--- src/rtl/rv32_types_pkg.sv ---
`default_nettype none
// ============================================================================
// rv32_types : shared fetch/decode types and constants.          Rev 1.0
// ============================================================================
package rv32_types;

  localparam logic [31:0] NOP_INSTR = 32'h0000_0013;

  typedef struct packed {
    logic [31:0] instr;
    logic [31:0] pc;
  } fetch_entry_t;

  typedef struct packed {
    logic        valid;
    logic [31:0] addr;
  } imem_req_t;

  typedef struct packed {
    logic        valid;
    logic [31:0] data;
  } imem_rsp_t;

endpackage
`default_nettype wire

--- src/rtl/rv32_fetch_fifo.sv ---
`default_nettype none
// ============================================================================
// rv32_fetch_fifo : instruction buffer with synchronous clear.   Rev 1.0
// ============================================================================
module rv32_fetch_fifo
  import rv32_types::*;
#(
  parameter int DEPTH = 2
) (
  input  logic                     clk,
  input  logic                     rst_n,
  input  logic                     clr_i,
  input  logic                     push_i,
  input  fetch_entry_t             wdata_i,
  input  logic                     pop_i,
  output fetch_entry_t             rdata_o,
  output logic                     full_o,
  output logic                     empty_o,
  output logic [$clog2(DEPTH):0]   count_o
);

  localparam int AW = $clog2(DEPTH);
  localparam logic [AW:0] FULL_CNT = (AW+1)'(DEPTH);

  fetch_entry_t  mem_q [DEPTH];
  logic [AW-1:0] wr_q;
  logic [AW-1:0] rd_q;
  logic [AW:0]   cnt_q;
  logic          do_push;
  logic          do_pop;

  assign empty_o = (cnt_q == '0);
  assign full_o  = (cnt_q == FULL_CNT);
  assign count_o = cnt_q;
  assign rdata_o = mem_q[rd_q];

  // A pop in the same cycle frees the slot a push into a full buffer needs.
  assign do_pop  = pop_i && !empty_o;
  assign do_push = push_i && (!full_o || do_pop);

  always_ff @(posedge clk or negedge rst_n) begin
    if (!rst_n) begin
      wr_q  <= '0;
      rd_q  <= '0;
      cnt_q <= '0;
    end else if (clr_i) begin
      wr_q  <= '0;
      rd_q  <= '0;
      cnt_q <= '0;
    end else begin
      if (do_push) wr_q <= wr_q + AW'(1);
      if (do_pop)  rd_q <= rd_q + AW'(1);
      cnt_q <= cnt_q + (AW+1)'(do_push) - (AW+1)'(do_pop);
    end
  end

  always_ff @(posedge clk) begin
    if (do_push && !clr_i) mem_q[wr_q] <= wdata_i;
  end

endmodule
`default_nettype wire

--- src/rtl/rv32_fetch_unit.sv ---
`default_nettype none
// ============================================================================
// rv32_fetch_unit : PC, credit-limited imem requests, redirect flush. Rev 1.0
// ============================================================================
module rv32_fetch_unit
  import rv32_types::*;
#(
  parameter logic [31:0] RESET_PC   = 32'h0000_0000,
  parameter int          FIFO_DEPTH = 2
) (
  input  logic        clk,
  input  logic        resetn,
  output logic        imem_req_valid,
  input  logic        imem_req_ready,
  output logic [31:0] imem_req_addr,
  input  logic        imem_rsp_valid,
  input  logic [31:0] imem_rsp_data,
  input  logic        redirect_valid,
  input  logic [31:0] redirect_pc,
  output logic        fetch_valid,
  input  logic        fetch_ready,
  output logic [31:0] fetch_instr,
  output logic [31:0] fetch_pc
);

  localparam int          CW      = $clog2(FIFO_DEPTH) + 1;
  localparam int          SW      = CW + 2;
  localparam logic [31:0] PC_MASK = 32'hFFFF_FFFC;

  logic [31:0]   pc_q, pc_d;
  logic [31:0]   rsp_pc_q, rsp_pc_d;
  logic [CW-1:0] out_q, out_d;
  logic [CW-1:0] drop_q, drop_d;
  logic          run_q;
  logic [CW-1:0] fifo_cnt;
  logic          fifo_empty, fifo_full;
  logic          req_fire, rsp_drop, push, pop;
  logic [SW-1:0] credit_used;
  fetch_entry_t  head, wentry;

  // Every slot already promised to an in-flight or to-be-dropped word counts.
  assign credit_used    = SW'(out_q) + SW'(fifo_cnt) + SW'(drop_q);
  assign imem_req_valid = run_q && !redirect_valid && (credit_used < SW'(FIFO_DEPTH));
  assign imem_req_addr  = pc_q;
  assign req_fire       = imem_req_valid && imem_req_ready;

  assign fetch_valid = !fifo_empty && !redirect_valid;
  assign fetch_instr = fetch_valid ? head.instr : NOP_INSTR;
  assign fetch_pc    = fetch_valid ? head.pc : 32'h0;
  assign pop         = fetch_valid && fetch_ready;

  assign rsp_drop = imem_rsp_valid && ((drop_q != '0) || redirect_valid);
  assign push     = imem_rsp_valid && !rsp_drop;
  assign wentry   = '{instr: imem_rsp_data, pc: rsp_pc_q};

  always_comb begin
    out_d    = out_q + CW'(req_fire) - CW'(imem_rsp_valid);
    pc_d     = pc_q;
    rsp_pc_d = rsp_pc_q;
    drop_d   = drop_q;
    if (redirect_valid) begin
      pc_d     = redirect_pc & PC_MASK;
      rsp_pc_d = redirect_pc & PC_MASK;
      drop_d   = out_d;
    end else begin
      if (req_fire) pc_d = pc_q + 32'd4;
      if (push) rsp_pc_d = rsp_pc_q + 32'd4;
      if (imem_rsp_valid && (drop_q != '0)) drop_d = drop_q - CW'(1);
    end
  end

  always_ff @(posedge clk or negedge resetn) begin
    if (!resetn) begin
      pc_q     <= RESET_PC;
      rsp_pc_q <= RESET_PC;
      out_q    <= '0;
      drop_q   <= '0;
      run_q    <= 1'b0;
    end else begin
      pc_q     <= pc_d;
      rsp_pc_q <= rsp_pc_d;
      out_q    <= out_d;
      drop_q   <= drop_d;
      run_q    <= 1'b1;
    end
  end

  rv32_fetch_fifo #(
    .DEPTH (FIFO_DEPTH)
  ) u_fifo (
    .clk     (clk),
    .rst_n   (resetn),
    .clr_i   (redirect_valid),
    .push_i  (push),
    .wdata_i (wentry),
    .pop_i   (pop),
    .rdata_o (head),
    .full_o  (fifo_full),
    .empty_o (fifo_empty),
    .count_o (fifo_cnt)
  );

  a_rsp_has_req: assert property (@(posedge clk) disable iff (!resetn)
    imem_rsp_valid |-> (out_q != '0));

  a_push_has_slot: assert property (@(posedge clk) disable iff (!resetn)
    push |-> (!fifo_full || pop));

endmodule
`default_nettype wire

--- config.mk ---
export PLATFORM = sky130hd
export DESIGN_NAME = rv32_fetch_unit
export DESIGN_NICKNAME = d
export VERILOG_FILES = /design/src/rtl/rv32_types_pkg.sv /design/src/rtl/rv32_fetch_fifo.sv /design/src/rtl/rv32_fetch_unit.sv
export SDC_FILE = /design/constraint.sdc
export NUM_CORES = 1
export LEC_CHECK = 0
export BUFFER_PORTS_ARGS = -buffer_cell sky130_fd_sc_hd__buf_2
export CAP_MARGIN = 20
export CORE_UTILIZATION = 55
export CTS_CLUSTER_SIZE = 30
export DETAILED_ROUTE_END_ITERATION = 8
export PLACE_DENSITY = 0.8
export REMOVE_ABC_BUFFERS = 1
export SYNTH_ARGS = -nofsm -noshare
export SYNTH_HDL_FRONTEND = slang
export SYNTH_SLANG_ARGS = --single-unit
--- constraint.sdc ---
create_clock -name clk -period 5.9 [get_ports clk]
set_input_delay 0.59 -clock clk [delete_from_list [all_inputs] [get_ports clk]]
set_output_delay 0.59 -clock clk [all_outputs]
set_load 0.02 [all_outputs]
### Word level (Yosys, flattened, before mapping)

Memories as Yosys holds them, arrays and structs flattened.
Cells that the tools add are included.

| word-level totals | value |
|---|---|
| output and inout port bits | 98 |
| memory bits (writable) | 128 |
| register bits | 73 |
| word-level logic and storage cells | 61 |
| memories | 1 |
| bits of input ports | 70 |

Memories:

| memory | words | width | rd ports | clocked after memory_dff | wr ports | line | text |
|---|---|---|---|---|---|---|---|
| u_fifo.mem_q | 2 | 64 | 1 | 0 | 1 | rv32_fetch_fifo.sv:25 | `fetch_entry_t mem_q [DEPTH];` |

| cells by class | value |
|---|---|
| eq/ne operators | 1 |
| $add $sub $neg | 11 |
| multiplexer cells | 15 |
| reduce and logical (&&, ||, !) cells | 24 |
| magnitude comparators | 1 |

Operators by type and width:

| kind | count |
|---|---|
| 32-bit two-way mux | 6 |
| 32-bit by 3-bit adder with 32-bit output (second input constant) | 2 |
| 2-bit nonzero test | 6 |
| 1-bit logical AND | 11 |
| 1-bit two-way mux | 6 |
| 2-bit two-way mux | 3 |
| 2-bit by 1-bit adder with 2-bit output | 2 |
| 3-bit by 2-bit adder with 4-bit output | 1 |
| 1-bit logical NOT | 4 |
| 4-bit by 2-bit less-than comparator with 1-bit output (second input constant) | 1 |
| 2-bit by 1-bit subtractor with 2-bit output | 2 |
| 2-bit by 2-bit adder with 3-bit output | 1 |
| 1-bit adder (second input constant) | 2 |
| 2-bit == test (second input constant) | 1 |
| 2-bit logical NOT | 1 |
| 1-bit logical OR | 2 |
| 2-bit by 1-bit subtractor with 2-bit output (second input constant) | 1 |

### Logic depth before layout (Yosys ltp)

| logic depth | value |
|---|---|
| depth after elaboration | 10 |
| depth in mapped cells | 16 |
| gate-level depth less buffers | 14 |

### Cells and area by module

Synthesis repeated with hierarchy kept, for this count alone.

| second synthesis, totals | value |
|---|---|
| cells, all modules | 703 |
| area, all modules | 8993.6 um2 |

Modules (own cells, without submodules):

| module | area each (um2) | instances | cells each | sequential area each (um2) |
|---|---|---|---|---|
| rv32_fetch_fifo | 4883.4 | 1 | 228 | 3943.8 |
| rv32_fetch_unit | 4110.2 | 1 | 475 | 1626.6 |

### Worst setup path after synthesis

OpenSTA, ideal clock, no wires.

| path | value |
|---|---|
| path type | reg2reg |
| start point | register drop_q[1] |
| end point | memory u_fifo.mem_q[0][10] (netlist name), enable pin |
| arrival time | 3.943 ns |
| library setup time | 0.490 ns |
| clock period less this slack | 4.433 ns |
| setup slack | 1.467 ns |
| cell stages (with the launch flop) | 6 |
| required time | 5.410 ns |
| buffers on the path | 0 |
| cells stage by stage | dfrtp_1 inv_1 ha_1 nand2_1 a211oi_1 nor2b_1 |

| on the way | value |
|---|---|
| word-level cells in the longest chain between the ends | 9 |

RTL lines:

| item | line | text |
|---|---|---|
| start: declaration | rv32_fetch_unit.sv:33 | `logic [CW-1:0] drop_q, drop_d;` |
| start signal: assignment | rv32_fetch_unit.sv:83 | `drop_q <= drop_d;` |
| 2-bit nonzero test | rv32_fetch_unit.sv:52 | `assign rsp_drop = imem_rsp_valid && ((drop_q != '0) \|\| redirect_valid);` |
| 1-bit logical OR | rv32_fetch_unit.sv:52 |  |
| 1-bit logical AND | rv32_fetch_unit.sv:52 |  |
| 1-bit logical NOT | rv32_fetch_unit.sv:53 | `assign push = imem_rsp_valid && !rsp_drop;` |
| 1-bit logical AND | rv32_fetch_unit.sv:53 |  |
| 1-bit logical AND | rv32_fetch_fifo.sv:39 | `assign do_push = push_i && (!full_o \|\| do_pop);` |
| 1-bit logical AND | rv32_fetch_fifo.sv:58 | `if (do_push && !clr_i) mem_q[wr_q] <= wdata_i;` |
| 1-bit two-way mux | rv32_fetch_fifo.sv:58 |  |
| 1-bit two-way mux (not written as such) | rv32_fetch_fifo.sv:58 |  |
| end: declaration | rv32_fetch_fifo.sv:25 |  |

Every way passes these cells.

### Final worst setup path

| path | value |
|---|---|
| start point | register u_fifo.cnt_q[1] (netlist: u_fifo.count_o[1]) |
| end point | register drop_q[1] |

| on the way | value |
|---|---|
| word-level cells in the longest chain between the ends | 8 |

RTL lines:

| item | line | text |
|---|---|---|
| start: declaration | rv32_fetch_fifo.sv:28 | `logic [AW:0] cnt_q;` |
| start signal: assignment | rv32_fetch_fifo.sv:53 | `cnt_q <= cnt_q + (AW+1)'(do_push) - (AW+1)'(do_pop);` |
| 2-bit by 2-bit adder with 3-bit output | rv32_fetch_unit.sv:42 | `assign credit_used = SW'(out_q) + SW'(fifo_cnt) + SW'(drop_q);` |
| 3-bit by 2-bit adder with 4-bit output | rv32_fetch_unit.sv:42 |  |
| 4-bit by 2-bit less-than comparator with 1-bit output | rv32_fetch_unit.sv:43 | `assign imem_req_valid = run_q && !redirect_valid && (credit_used < SW'(FIFO_DEPTH));` |
| 1-bit logical AND | rv32_fetch_unit.sv:43 |  |
| 1-bit logical AND | rv32_fetch_unit.sv:45 | `assign req_fire = imem_req_valid && imem_req_ready;` |
| 2-bit by 1-bit adder with 2-bit output | rv32_fetch_unit.sv:57 | `out_d = out_q + CW'(req_fire) - CW'(imem_rsp_valid);` |
| 2-bit by 1-bit subtractor with 2-bit output | rv32_fetch_unit.sv:57 |  |
| named net out_d[1] | rv32_fetch_unit.sv:32 | `logic [CW-1:0] out_q, out_d;` |
| 2-bit two-way mux | rv32_fetch_unit.sv:61 | `if (redirect_valid) begin` |

The timed path passes the listed nets, and every way through them passes these cells.
A chain may end at the register's enable or synchronous reset.

==> impl_results.md <==
* CTS tree: done
* DRC viols at 0
* DR vias at 5954
* Yosys warns at 0
* Met3 WL at 978 µm
* Top Metal Used: met4
* TritonCTS Buffers at 17
* CTS Buffer Depth at 2
* Via-per-instance ratio at 5.63
* Setup Viol. Count Final at 0
* Largest net degree at the start of global routing at 70
* Layout area overhead at 18.9%
* Syn Inst Count at 681
* Synth cell types at 54
* Final Cell Area at 10200 µm²
* Core ar. at 15300 µm²
* Clk_skew at 8.86 ps
* Setup TNS at 0 ps
* Critical path fanouts, max at 27
* Worst Path Required at 6250 ps
* Die width at 127 µm
* Root Driver: clkbuf_16
* Clk Latency, worst-skew pair at 430 ps
* Initial Utilization at 0.564
* Final Wtd Congestion at 0.890
* CTS Hold Bufs at 0
* I/O pins at 168
* Global-route wire length before repair at 28.4 mm
* Resized cells post-CTS at 0
* RSZ-0062 raised after global routing: false
* CP Capture Type: register
* Crit path DAT at 4250 ps
* DR iter-0 viols at 545
* Worst rel slew slack at 0.270
* Worst hold path type: in -> reg
* Placed cell area at 9600 µm²
* Max-cap violations at 0
* 1st-pass router iterations at 5
* Met1 Wirelength at 7.78 mm
* Syn_area_per_cell at 12.6 µm²
* Number of diodes at 0
* CP startpoint kind: register
* Max Fclk at 256 MHz
* Period utilization at 0.661
* Primary FF master, synth: edfxtp_1
* Nets at 914
* Final min period at 3900 ps
* Die area at 16200 µm²
* Number of synthesized flops with an enable pin at 124
* Number of port buffers at 161
* Synth async-reset ratio at 0.358
* Num Clock Sinks at 193
* Met2 wire len at 8.78 mm
* Vias in the first global route at 5623
* Post-synthesis sequential area ratio at 0.633
* WL/cell at 16.8 µm
* DRT antenna net count at 0
* Post-DP HPWL at 12.0 mm
* Mapped Area at 8610 µm²
* Clk slew on worst S/H paths at 70 ps
* Htree depth at 4
* Leakage dissipation at 4.04 nW
* Post-CTS Setup Bufs at 0
* Slew Viols, Final at 0
* VDD IR-drop max at 197 µV
* Grt total ovfl at 0
* Pwr Density at 361 nW/µm²
* All-layer global routing usage at 0.228
* Crit Path Class: reg -> reg
* Outcome: finished, final reports clean
* Worst-Margin Slew at 1090 ps
* Routed wire length at 17.8 mm
* Final Hold Vio Count at 0
* Row Count at 45
* Fraction of layout cells with a size suffix above 1 at 0.270
* Initial antenna violation count at 0
* Chip Height at 127 µm
* Seq cells post-synth at 193
## flip-flops by register name, indices dropped and copies added (netlist names)
signal	flops
u_fifo.mem_q	124
drop_q	2
u_fifo.wr_q	1
u_fifo.rd_q	1
run_q	1
out_q	2
imem_req_addr	30
rsp_pc_q	30
u_fifo.count_o	2
## area by class of cell
cell class,count,area (µm²)
clock buffers,19,475
clock inverters,13,173
fillers,1140,5010
inverters,13,48.8
multi-input cells,443,2990
flip-flops and latches,193,5450
well taps,211,264
repair buffers,166,843
## cell usage after synthesis (10+ instances only)
library cell / n / area, µm²
nand4_1: 22 / 138
o21ai_0: 35 / 175
mux2_2: 12 / 135
xor2_1: 20 / 175
mux2i_1: 63 / 631
buf_1: 11 / 41.3
edfxtp_1: 124 / 3720
dfrtp_1: 69 / 1730
inv_1: 11 / 41.3
nand3_1: 22 / 110
o211ai_1: 11 / 82.6
clkbuf_1: 14 / 52.6
nand2_1: 55 / 206
and3_1: 19 / 119
o311ai_0: 10 / 87.6
nor2_1: 74 / 278
xnor2_1: 22 / 193
## power breakdown
group | switching [mW] | internal, mW
sequential | 0.159 | 1.59
clock | 0.501 | 0.725
combinational | 0.435 | 0.290
## layer usage
layer,vias up,global-route usage
li1,2814,-
met1,2897,0.298
met2,220,0.386
met3,23,0.0398
met4,0,0.0791
met5,-,0
## cells by family after synthesis
family | Yosys count | synth area share
other cells | 2 | 0.000872
flops | 193 | 0.633
mux | 75 | 0.0889
fa+ha+maj | 10 | 0.0154
simple gates | 232 | 0.136
compound gates | 79 | 0.0594
buf+inv | 48 | 0.0241
xor+xnor | 42 | 0.0427
## critical path, cell delays in order, from the launching register on
cell and delay, ps:
dfrtp_1 460, inv_1 80, fa_1 480, inv_1 50, ha_1 290, nor4b_1 340
and3_1 620, inv_2 370, ha_1 390, inv_1 40, ha_1 180, xnor2_1 130
xnor2_1 220, nand2_1 90, o21ai_0 90
## cell usage in the layout, fill, tap and decap left out, drive strengths merged, types with 7 or more instances in the layout
cell    synthesis  layout
buf            21     166
edfxtp        124     124
dfrtp          69      69
nand2          57      57
o21ai          36      36
ha              9       9
xnor2          22      22
nand4          22      22
and3           19      19
o211ai         11      11
mux2           12      12
nor2           75      75
xor2           20      20
nand3          23      23
mux2i          63      63
clkbuf         14      19
o311ai         10      10
inv            13      16
and4            7       7
## worst paths after layout
path / slack, ps / from / end / cells past startpoint
setup / recovery: 2000 / u_fifo.count_o[1] / drop_q[1] / 14
hold / removal: 350 / imem_rsp_data[31] / u_fifo.mem_q[1][63] / 1
setup reg to reg: 2000 / u_fifo.count_o[1] / drop_q[1] / 14
hold reg to reg: 510 / rsp_pc_q[28] / u_fifo.mem_q[0][28] / 0
max in group asynchronous: 4860 / resetn / u_fifo.rd_q / 2
min in group asynchronous: 360 / resetn / rsp_pc_q[29] / 2
## through the flow
stage	hold slack, ps	worst slack [ps]	util	power [mW]	std cells
floorplan	294	1470	-	2.25	649
detailed placement	498	2000	0.629	2.51	1026
finish	353	2000	0.671	3.70	1058
global placement	489	2140	0.629	2.46	1026
CTS	336	1990	0.671	3.73	1058
global route	335	1740	0.671	3.87	1058
No activity file was read; power rests on OpenSTA's default activity.
